`src/rtl/vga_sync_monitor.sv`:
```
// Passive VGA timing checker: measures line period, hSync pulse width, lines and
// active lines per frame, publishes one value by sel, and flags lock and timing errors.
module vga_sync_monitor #(
    parameter int CNT_W       = 16,
    parameter int LOCK_FRAMES = 2
) (
    input  logic             ClkPort,
    input  logic             Reset,
    input  logic             hSync,
    input  logic             vSync,
    input  logic             bright,
    input  logic [1:0]       sel,
    output logic [CNT_W-1:0] meas,
    output logic             locked,
    output logic             err,
    output logic             frame_tick
);

    localparam logic [1:0]       IDLE    = 2'd0;
    localparam logic [1:0]       SYNC    = 2'd1;
    localparam logic [1:0]       MEAS    = 2'd2;
    localparam logic [CNT_W-1:0] CNT_MAX = '1;
    localparam logic [CNT_W-1:0] CNT_ONE = CNT_W'(1);
    localparam logic [3:0]       LOCK_N  = 4'(LOCK_FRAMES);

    logic [1:0]       state_reg;
    logic             hs_q;
    logic             vs_q;
    logic [CNT_W-1:0] line_cnt_reg;
    logic [CNT_W-1:0] hp_cnt_reg;
    logic [CNT_W-1:0] lines_cnt_reg;
    logic [CNT_W-1:0] act_cnt_reg;
    logic [CNT_W-1:0] last_period_reg;
    logic [CNT_W-1:0] last_pulse_reg;
    logic [CNT_W-1:0] ref_period_reg;
    logic [CNT_W-1:0] ref_pulse_reg;
    logic             line_bright_reg;
    logic             ref_valid_reg;
    logic             unstable_reg;
    logic [3:0]       match_cnt_reg;
    logic [CNT_W-1:0] snap_reg [4];

    logic             hfall;
    logic             vfall;
    logic             line_end;
    logic             diff_now;
    logic             sat_hit;
    logic             publish;
    logic             pub_unstable;
    logic             pub_same;
    logic [CNT_W-1:0] pub_val [4];
    logic [3:0]       same_vec;
    logic [3:0]       match_next;

    function automatic logic [CNT_W-1:0] sat_inc(input logic [CNT_W-1:0] v);
        return (v == CNT_MAX) ? v : v + 1'b1;
    endfunction

    assign hfall    = hs_q & ~hSync;
    assign vfall    = vs_q & ~vSync;
    // A line ending on the vfall edge still belongs to the frame being published.
    assign line_end = hfall && (state_reg == MEAS);
    assign diff_now = line_end && ref_valid_reg &&
                      ((line_cnt_reg != ref_period_reg) || (hp_cnt_reg != ref_pulse_reg));
    assign sat_hit  = (state_reg != IDLE) &&
                      ((line_cnt_reg == CNT_MAX) || (hp_cnt_reg == CNT_MAX) ||
                       (lines_cnt_reg == CNT_MAX) || (act_cnt_reg == CNT_MAX));
    assign publish      = vfall && (state_reg == MEAS) && !sat_hit;
    assign pub_unstable = unstable_reg | diff_now;

    always_comb begin
        pub_val[0] = line_end ? line_cnt_reg : last_period_reg;
        pub_val[1] = line_end ? hp_cnt_reg : last_pulse_reg;
        pub_val[2] = lines_cnt_reg;
        pub_val[3] = (line_end && line_bright_reg) ? sat_inc(act_cnt_reg) : act_cnt_reg;
    end

    generate
        for (genvar gi = 0; gi < 4; gi++) begin : g_same
            assign same_vec[gi] = (pub_val[gi] == snap_reg[gi]);
        end
    endgenerate
    assign pub_same = &same_vec;

    always_comb begin
        match_next = 4'd0;
        if (!pub_unstable && pub_same)
            match_next = (match_cnt_reg >= LOCK_N) ? LOCK_N : match_cnt_reg + 4'd1;
        else if (!pub_unstable)
            match_next = 4'd1;
    end

    always_ff @(posedge ClkPort or posedge Reset) begin
        if (Reset) begin
            hs_q            <= 1'b1;
            vs_q            <= 1'b1;
            line_cnt_reg    <= '0;
            hp_cnt_reg      <= '0;
            line_bright_reg <= 1'b0;
            last_period_reg <= '0;
            last_pulse_reg  <= '0;
        end else begin
            hs_q <= hSync;
            vs_q <= vSync;
            if (hfall) begin
                line_cnt_reg    <= CNT_ONE;
                hp_cnt_reg      <= CNT_ONE;
                line_bright_reg <= bright;
                last_period_reg <= line_cnt_reg;
                last_pulse_reg  <= hp_cnt_reg;
            end else begin
                line_cnt_reg    <= sat_inc(line_cnt_reg);
                line_bright_reg <= line_bright_reg | bright;
                if (!hs_q && !hSync)
                    hp_cnt_reg <= sat_inc(hp_cnt_reg);
            end
        end
    end

    always_ff @(posedge ClkPort or posedge Reset) begin
        if (Reset) begin
            state_reg      <= IDLE;
            lines_cnt_reg  <= '0;
            act_cnt_reg    <= '0;
            ref_period_reg <= '0;
            ref_pulse_reg  <= '0;
            ref_valid_reg  <= 1'b0;
            unstable_reg   <= 1'b0;
            match_cnt_reg  <= 4'd0;
            locked         <= 1'b0;
            err            <= 1'b0;
            frame_tick     <= 1'b0;
            for (int i = 0; i < 4; i++) snap_reg[i] <= '0;
        end else begin
            frame_tick <= publish;
            if (sat_hit) begin
                // Stuck hSync or missing vSync: drop lock and hunt for sync again.
                state_reg     <= IDLE;
                lines_cnt_reg <= '0;
                act_cnt_reg   <= '0;
                ref_valid_reg <= 1'b0;
                unstable_reg  <= 1'b0;
                match_cnt_reg <= 4'd0;
                locked        <= 1'b0;
                err           <= 1'b1;
            end else begin
                case (state_reg)
                    IDLE: if (hfall) state_reg <= SYNC;
                    SYNC: begin
                        if (vfall) begin
                            state_reg     <= MEAS;
                            lines_cnt_reg <= hfall ? CNT_ONE : '0;
                            act_cnt_reg   <= '0;
                            ref_valid_reg <= 1'b0;
                            unstable_reg  <= 1'b0;
                        end
                    end
                    MEAS: begin
                        if (vfall) begin
                            for (int i = 0; i < 4; i++) snap_reg[i] <= pub_val[i];
                            match_cnt_reg <= match_next;
                            locked        <= (match_next >= LOCK_N);
                            if (locked && (!pub_same || pub_unstable))
                                err <= 1'b1;
                            lines_cnt_reg <= hfall ? CNT_ONE : '0;
                            act_cnt_reg   <= '0;
                            ref_valid_reg <= 1'b0;
                            unstable_reg  <= 1'b0;
                        end else if (hfall) begin
                            lines_cnt_reg <= sat_inc(lines_cnt_reg);
                            if (line_bright_reg)
                                act_cnt_reg <= sat_inc(act_cnt_reg);
                            if (!ref_valid_reg) begin
                                ref_period_reg <= line_cnt_reg;
                                ref_pulse_reg  <= hp_cnt_reg;
                                ref_valid_reg  <= 1'b1;
                            end else if (diff_now) begin
                                unstable_reg <= 1'b1;
                            end
                        end
                    end
                    default: state_reg <= IDLE;
                endcase
            end
        end
    end

    always_ff @(posedge ClkPort or posedge Reset) begin
        if (Reset)
            meas <= '0;
        else
            meas <= snap_reg[sel];
    end

endmodule

```
`config.mk`:
```
export PLATFORM = sky130hd
export DESIGN_NAME = vga_sync_monitor
export DESIGN_NICKNAME = d
export VERILOG_FILES = /design/src/rtl/vga_sync_monitor.sv
export SDC_FILE = /design/constraint.sdc
export NUM_CORES = 1
export LEC_CHECK = 0
export ABC_CLOCK_PERIOD_IN_PS = 8800
export CAP_MARGIN = 10
export CELL_PAD_IN_SITES_DETAIL_PLACEMENT = 0
export CELL_PAD_IN_SITES_GLOBAL_PLACEMENT = 1
export CORE_AREA = 4 4 179 181
export DETAILED_ROUTE_END_ITERATION = 10
export DIE_AREA = 0 0 183 185
export PLACE_DENSITY = 0.79
export RECOVER_POWER = 50
export SETUP_SLACK_MARGIN = 0.02
export SLEW_MARGIN = 20
export SYNTH_ARGS = -nofsm -noshare
export SYNTH_HDL_FRONTEND = slang
export SYNTH_SLANG_ARGS = --single-unit
```
`constraint.sdc`:
```
create_clock -name ClkPort -period 8.8 [get_ports ClkPort]
set_input_delay 2.64 -clock ClkPort [delete_from_list [all_inputs] [get_ports ClkPort]]
set_output_delay 2.64 -clock ClkPort [all_outputs]
set_load 0.005 [all_outputs]
```
After elaboration in Yosys (flattened, before gate mapping):

Cells that the tools add are included.

* bits in registers: 222
* input port bits: 7
* output and inout port bits: 19
* word-level logic and storage cells: 155

* add/sub/neg operators: 5
* magnitude comparators: 3
* equal/unequal tests: 22
* multiplexer cells: 54
* bitwise operators: 10
* reductions and logical operators: 38

Operators by type and width (number)
* $mux 16: 21
* $add 16x1->16 const B: 4
* $eq 16x16->1: 4
* $eq 16x16->1 const B: 4
* $pmux 16 s2: 2
* $bmux 16 s2: 1
* $ne 16x16->1: 2
* $mux 4: 5
* $ne 4x4->1 const B: 5
* $mux 1: 19
* $reduce_and 3->1: 4
* $reduce_and 4->1: 3
* $logic_and 1x1->1: 10
* $reduce_and 5->1: 2
* $reduce_bool 2->1: 5
* $ge 4x2->1 const B: 2
* $mux 2: 3
* $ne 2x2->1 const B: 3
* $ne 3x3->1 const B: 2
* $pmux 2 s3: 1
* $logic_not 1->1: 5
* $logic_or 1x1->1: 5
* $not 1->1: 5
* $add 4x1->4 const B: 1
* 10 further kinds: 14

Depth between registers and ports, before layout:

Gate-level depths: netlist of run 1.

* depth in word-level cells: 14
* mapped depth: 14
* mapped depth without buffers: 10

Worst setup path before layout of run 1:

OpenSTA, ideal clock, no wires.

* path type: input -> register
* start point: in hSync
* end point: reg err
* setup time: 0.126 ns
* data arrival time: 4.934 ns
* required time: 8.674 ns
* setup slack: 3.740 ns
* stages: 9
* path buffers: 1
* path through: nand4bb_1 buf_4 a2111oi_0 o2bb2ai_1 or4_1 a2111o_1 nor4_2 nand3_1 a311o_1

* word-level cells in the longest chain between the ends: 12
* elaborated cells on any way between the ends: 19
* classes of those cells: 3 x eq/ne; 3 x mux; 3 x bitwise; 10 x reduce/logical

Ends and longest elaborated chain
* start: declaration: line 9 `input logic hSync,`
* $not 1->1 *: line 59 `assign hfall = hs_q & ~hSync;`
* $and 1x1->1 *: line 59
* $logic_and 1x1->1 *: line 62 `assign line_end = hfall && (state_reg == MEAS);`
* $logic_and 1x1->1: line 75 `pub_val[3] = (line_end && line_bright_reg) ? sat_inc(act_cnt_reg) : act_cnt_reg;`
* $mux 16: line 75
* $eq 16x16->1: line 80 `assign same_vec[gi] = (pub_val[gi] == snap_reg[gi]);`
* $reduce_and 4->1: line 83 `assign pub_same = &same_vec;`
* $logic_not 1->1: line 163 `if (locked && (!pub_same || pub_unstable))`
* $logic_or 1x1->1 *: line 163
* $logic_and 1x1->1 *: line 163
* $reduce_bool 2->1 (no source line) *
* $reduce_and 3->1 (no source line) *
* end signal: assignment: line 131 `err <= 1'b0;`
* end signal: assignment: line 145 `err <= 1'b1;`
* end signal: assignment: line 164 `err <= 1'b1;`
* end: declaration: line 15 `output logic err,`

Mark *: on every way between the ends. The rest lies on a longest branch, timed or not.
A chain may end at the register's enable or synchronous reset.

==> metrics.cfg, run 1 <==
[power]
p_leak_nw=5.90
seq_power_share_pct=43.6
p_per_area_nw_per_um2=238
power_mw=3.17
pwr-share-comb_pct=20.5
clkPwrFrac_pct=35.9
vdd_drop_max_uv=152
intPower_mw=2.16
switchingPower_mw=1.01
switching_share_pct=31.9

[min_path]
hp-class=reg2reg
hold_start=last_pulse_reg[8]

[timing]
rsz0062_at_grt=false
timing.setup.tns_ns=0
maxSlewHeadroom_pct=-191
finalMaxSlewViolations=210
hold_viol=0
fmax_ghz=0.149
period_share_pct=76.5
layout_setup_ws_ns=2.07
tightestPinTransition_ns=4.37
setup_viol=0
finClkSkew_ns=0.0182
min_period_ns=6.73

[global_routing]
grt_use_met2_pct=31.8
grt_use_met1_pct=29.4
gr-total-overflow=0
grt.total_usage_pct=20.4
grt_pass1_vias=9314
grt_use_met3_pct=4.58
grt_max_degree=112
busiest_layer=met2
antenna_found_initial=1
grt_pass1_wl_um=54900

[finish]
final_common_cell=nand2_1
drive_gt1_share_pct=8.55
nNetsFinal=1280
register_area_um2=5560
multi_input_area_um2=5950
fin_cells=1682
n_antenna_cell=0
layout_common_cells=nand2_1 (247), dfrtp_1 (220), nor2_1 (104)
largest_register_ffs=64
fill_cells=2957
area_delta_synth_final_pct=10.8

[synth]
synth_area_leaders=dfrtp_1 (46%), nand2_1 (7.7%), xnor2_1 (5.3%), xor2_1 (4.0%), nor2_1 (3.3%)
synth-edff-count=0
avgSynthCellArea_um2=9.20
synth-main-ff-cell=dfrtp_1
synth_cells=1310
yosysSeqAreaShare_pct=46.1
async_reset_ff_share_pct=100
synth_area_um2=12100
synth_top_area_cell=dfrtp_1
syn_nets=1323
synth_cell_types=71
ys_ff_latch=222
ys_warn_count=0
synth_top_area_share_pct=45.7

[detailed_routing]
wire_per_inst_um=20.5
firstDrtPassIters=5
drtIter0Drc=876
ant_nets=0
vias=9591
routed_wl_um=34400
vias_per_cell=5.70
drc_errors=0

[floorplan]
num_rows=64
die-area_um2=33900
io_pins=26
die_w_um=183
initial_utilization_pct=39.6
die_height_um=185
coreArea_um2=30400

[worst_setup_path]
cp-end-kind=async pin
critical_path.cell_chain=dlygate4sd3_1, inv_1, buf_4
critPathLaunch=Reset
worstPathMaxFanout=111
slowest_stage=inv_1
critPathLaunchType=input pin
criticalPathCategory=in2async
r2r-start=act_cnt_reg[0]
worstPathRequired_ns=9.38
critPathArrivalTime_ns=7.31
max_stage_delay_ns=3.04

[outcome]
violations=capacitance limit, slew limit
status=finished with violations

[placement]
place_congestion=0.913
dp_worst_setup_slack_ns=2.08
portBuffers=25
dp_cells=1636
dp_hpwl_um=24000

[clock_tree]
cts_tree=yes
cts_buffer_depth=3
htree_levels=1
cts_inserted_buffers=25
clock-sinks=222
clkLatencyLatePin_ns=0.54
cts.reportedPaths.clkPinSlew_ns=0.06
postCtsSetupRepairBufs=0
cts_root_buf=clkbuf_16
cts_hold_buf=0
cts.repair.resized=0

[run]
drv_cap=3

## cells by family (layout without fill, tap and decap cells)
group / count (synthesis) / after routing / synth area share, %
buffers and inverters: 138 / 114 / 4.75
and+or+nand+nor: 530 / 530 / 20.3
muxes: 62 / 62 / 7.11
DFF: 222 / 222 / 46.1
xor gates and xnor gates: 128 / 128 / 9.30
adders and majority gates: 6 / 6 / 0.623
AOI/OAI and AO/OA: 224 / 224 / 11.8
## cell type report
| class | count | area share [%] |
|---|---|---|
| Clock buffer | 29 | 5.02 |
| Multi-Input combinational cell | 950 | 44.6 |
| Sequential cell | 222 | 41.6 |
| Timing Repair Buffer | 37 | 2.49 |
| Clock inverter | 17 | 1.73 |
| Tap cell | 396 | 3.71 |
| Inverter | 31 | 0.871 |
## metrics by stage
stage                     utilization [%]  area, µm²  hold slack [ns]
after floorplan                         -      12100            0.445
after global placement               40.9      12500            0.460
after detailed placement             41.0      12500            0.462
after CTS                            43.9      13400            0.478
after global routing                 43.9      13400            0.523
final                                43.9      13400            0.474
## cell usage after synthesis, drive strengths merged, types with 5 or more instances
master,count
a2111oi,6
a21o,5
a21oi,40
a22o,6
a31oi,28
and2,7
and3,12
and4,11
buf,35
clkbuf,72
dfrtp,220
ha,6
inv,31
mux2,29
mux2i,17
mux4,16
nand2,247
nand2b,7
nand3,32
nand4,32
nor2,106
nor2b,15
nor3,14
nor4,17
o21ai,73
o22ai,12
o31ai,6
or3,12
or4,7
xnor2,73
xor2,55
## power groups by stage
| stage | Sequential [mW] | Clock (mW) | Combinational, mW |
|---|---|---|---|
| after global routing | 1.41 | 1.20 | 0.719 |
| after CTS | 1.38 | 1.16 | 0.654 |
| final | 1.38 | 1.14 | 0.650 |
| after detailed placement | 1.40 | 0 | 0.651 |
| after global placement | 1.39 | 0 | 0.644 |
| after floorplan | 1.28 | 0 | 0.513 |
## worst paths after layout
check / end / slack [ns] / cells after the start
worst min register to register: last_pulse_reg[8] / 0.47 / 2
worst min-delay path: last_pulse_reg[8] / 0.47 / 2
max in group ClkPort: err / 2.55 / 9
worst max register to register: match_cnt_reg[1] / 4.56 / 11
min in group asynchronous: hp_cnt_reg[12] / 4.23 / 2
worst max-delay path: ref_period_reg[11] / 2.07 / 3
## routing by layer
layer,part of all wire [%],vias to the layer above
li1,-,4447
met1,46,4764
met2,45,324
met3,7.7,56
met4,1.9,0
met5,0,-
## critical path: cells and delay by family
kind,cells,cell delay (ns)
buf+inv,3,4.56
(Power assumes the default switching activity.)
==> run 2, diff against run 1 <==
ABC_CLOCK_PERIOD_IN_PS = 6530   (was 8800)
PLACE_DENSITY = 0.76   (was 0.79)
clock period = 6.53 ns   (was 8.8 ns; I/O delays follow)
==> run 2 against run 1 <==
  * The flow still finishes with violations (capacitance limit, slew limit)
  * Sequential share of layout area barely moved
  * Critical path depth up 6
  * Hold slack gained 0.020 ns
  * Final area hardly changed
  * Combinational power up 37%
  * Sequential power is 35% higher
  * Clock skew increased by 0.0036 ns
  * Worst setup slack worse by 0.99 ns
  * Die area did not move
==> metrics.cfg, run 2 (same netlist as run 1, synthesis figures left out) <==
[floorplan]
num_rows=64
coreArea_um2=30400
io_pins=26
die_w_um=183
die_height_um=185
die-area_um2=33900
initial_utilization_pct=39.6

[placement]
portBuffers=25
dp_cells=1639
dp_worst_setup_slack_ns=0.673
dpl-instance-area_um2=12500
place_congestion=0.918
dp_hpwl_um=24800

[timing]
layout_setup_ws_ns=1.07
finClkSkew_ns=0.0218
tightestPinTransition_ns=2.25
setup_viol=0
min_period_ns=5.46
rsz0062_at_grt=false
hold_slack_ns=0.494
maxSlewHeadroom_pct=-50.1
finalMaxSlewViolations=142
period_share_pct=83.5
timing.setup.tns_ns=0
hold_viol=0
fmax_ghz=0.183

[worst_setup_path]
r2r-start=act_cnt_reg[0]
r2r_end=locked
critPathArrivalTime_ns=5.87
ff2ff_setup_slack_ns=2.06
worstPathRequired_ns=6.95
criticalPathCategory=in2reg
worst-r2r-cell-count=10
cp-end-kind=flop
worstPathMaxFanout=15
critPathLaunchType=input pin

[clock_tree]
clock-sinks=222
cts.reportedPaths.clkPinSlew_ns=0.06
cts_hold_buf=0
cts_root_buf=clkbuf_16
cts.repair.resized=0
clkLatencyLatePin_ns=0.53
postCtsSetupRepairBufs=0
cts_tree=yes
cts_inserted_buffers=26
htree_levels=1
cts_buffer_depth=3

[outcome]
violations=capacitance limit, slew limit
status=finished with violations

[detailed_routing]
vias_per_cell=5.62
routed_wl_um=34900
ant_nets=0
wire_per_inst_um=20.7
firstDrtPassIters=7
vias=9486
drtIter0Drc=846
drc_errors=0

[finish]
fin_cells=1687
n_antenna_cell=0
final_common_cell=nand2_1
layout_common_cells=nand2_1 (247), dfrtp_1 (220), nor2_1 (104)
drive_gt1_share_pct=8.21
nNetsFinal=1284
largest_register_ffs=64
area_delta_synth_final_pct=10.7
final_cell_area_um2=13300

[global_routing]
gr-total-overflow=0
grt_pass1_vias=9219
grt_pass1_wl_um=55400
grt.total_usage_pct=20.7
antenna_found_initial=1
grt_max_degree=124

[run]
drv_cap=4

[min_path]
hold_depth=1
hold_start=match_cnt_reg[3]
hp-class=reg2reg
whs_endpoint=match_cnt_reg[3]

[power]
vdd_drop_max_uv=237
p_per_area_nw_per_um2=315
p_leak_nw=5.83

-- run 2: cell types whose count changed in the layout (fill, tap and decap cells not counted), sizes merged --
cell / delta
clkinv: -2
clkdlybuf4s50: +19
clkbuf: +11
bufinv: -3
buf: +1
dlygate4sd3: -19
inv: -2
-- run 2: layout make-up --
class                   count  area (µm²)
well taps                 396         495
clock buffers              38         737
multi-input cells         950        5950
fillers                  2952       17100
clock inverters            10         115
repair buffers             40         373
flip-flops and latches    222        5560
inverters                  31         118
-- run 2: worst max-delay path, stage by stage --
cell           delay (ns)
dlygate4sd3_1        0.66
nand4bb_2            0.70
a2111oi_0            0.59
o2bb2ai_1            0.14
or4_1                0.54
a2111o_1             0.39
nor4_2               0.38
nand3_1              0.13
a311o_1              0.37
-- run 2: worst max-delay path by stage --
stage,startpoint,endpoint,slack [ns],cells after the start
2_1_floorplan,Reset,act_cnt_reg[0],1.68,1
3_3_place_gp,hSync,err,0.67,9
3_5_place_dp,hSync,err,0.67,9
4_1_cts,hSync,err,1.23,9
5_1_grt,hSync,err,0.82,9
6_report,hSync,err,1.07,9
-- run 2: per-layer routing --
layer	share of wire (%)	global-route usage (%)
met1	46	30.4
met2	44	31.5
met3	7.6	4.54
met4	2.3	4.92
met5	0.037	0
-- run 2: where the power goes --
group | switching, mW | leakage [nW] | internal, mW
Combinational | 0.470 | 2.42 | 0.418
Sequential | 0.293 | 3.01 | 1.57
Clock | 0.587 | 0.406 | 0.863
-- run 2: per-stage QoR --
step           utilization, %  total power [mW]
2_1_floorplan               -              2.42
3_3_place_gp             41.1              2.75
3_5_place_dp             41.1              2.76
4_1_cts                  43.9              4.22
5_1_grt                  43.9              4.43
6_report                 43.9              4.20
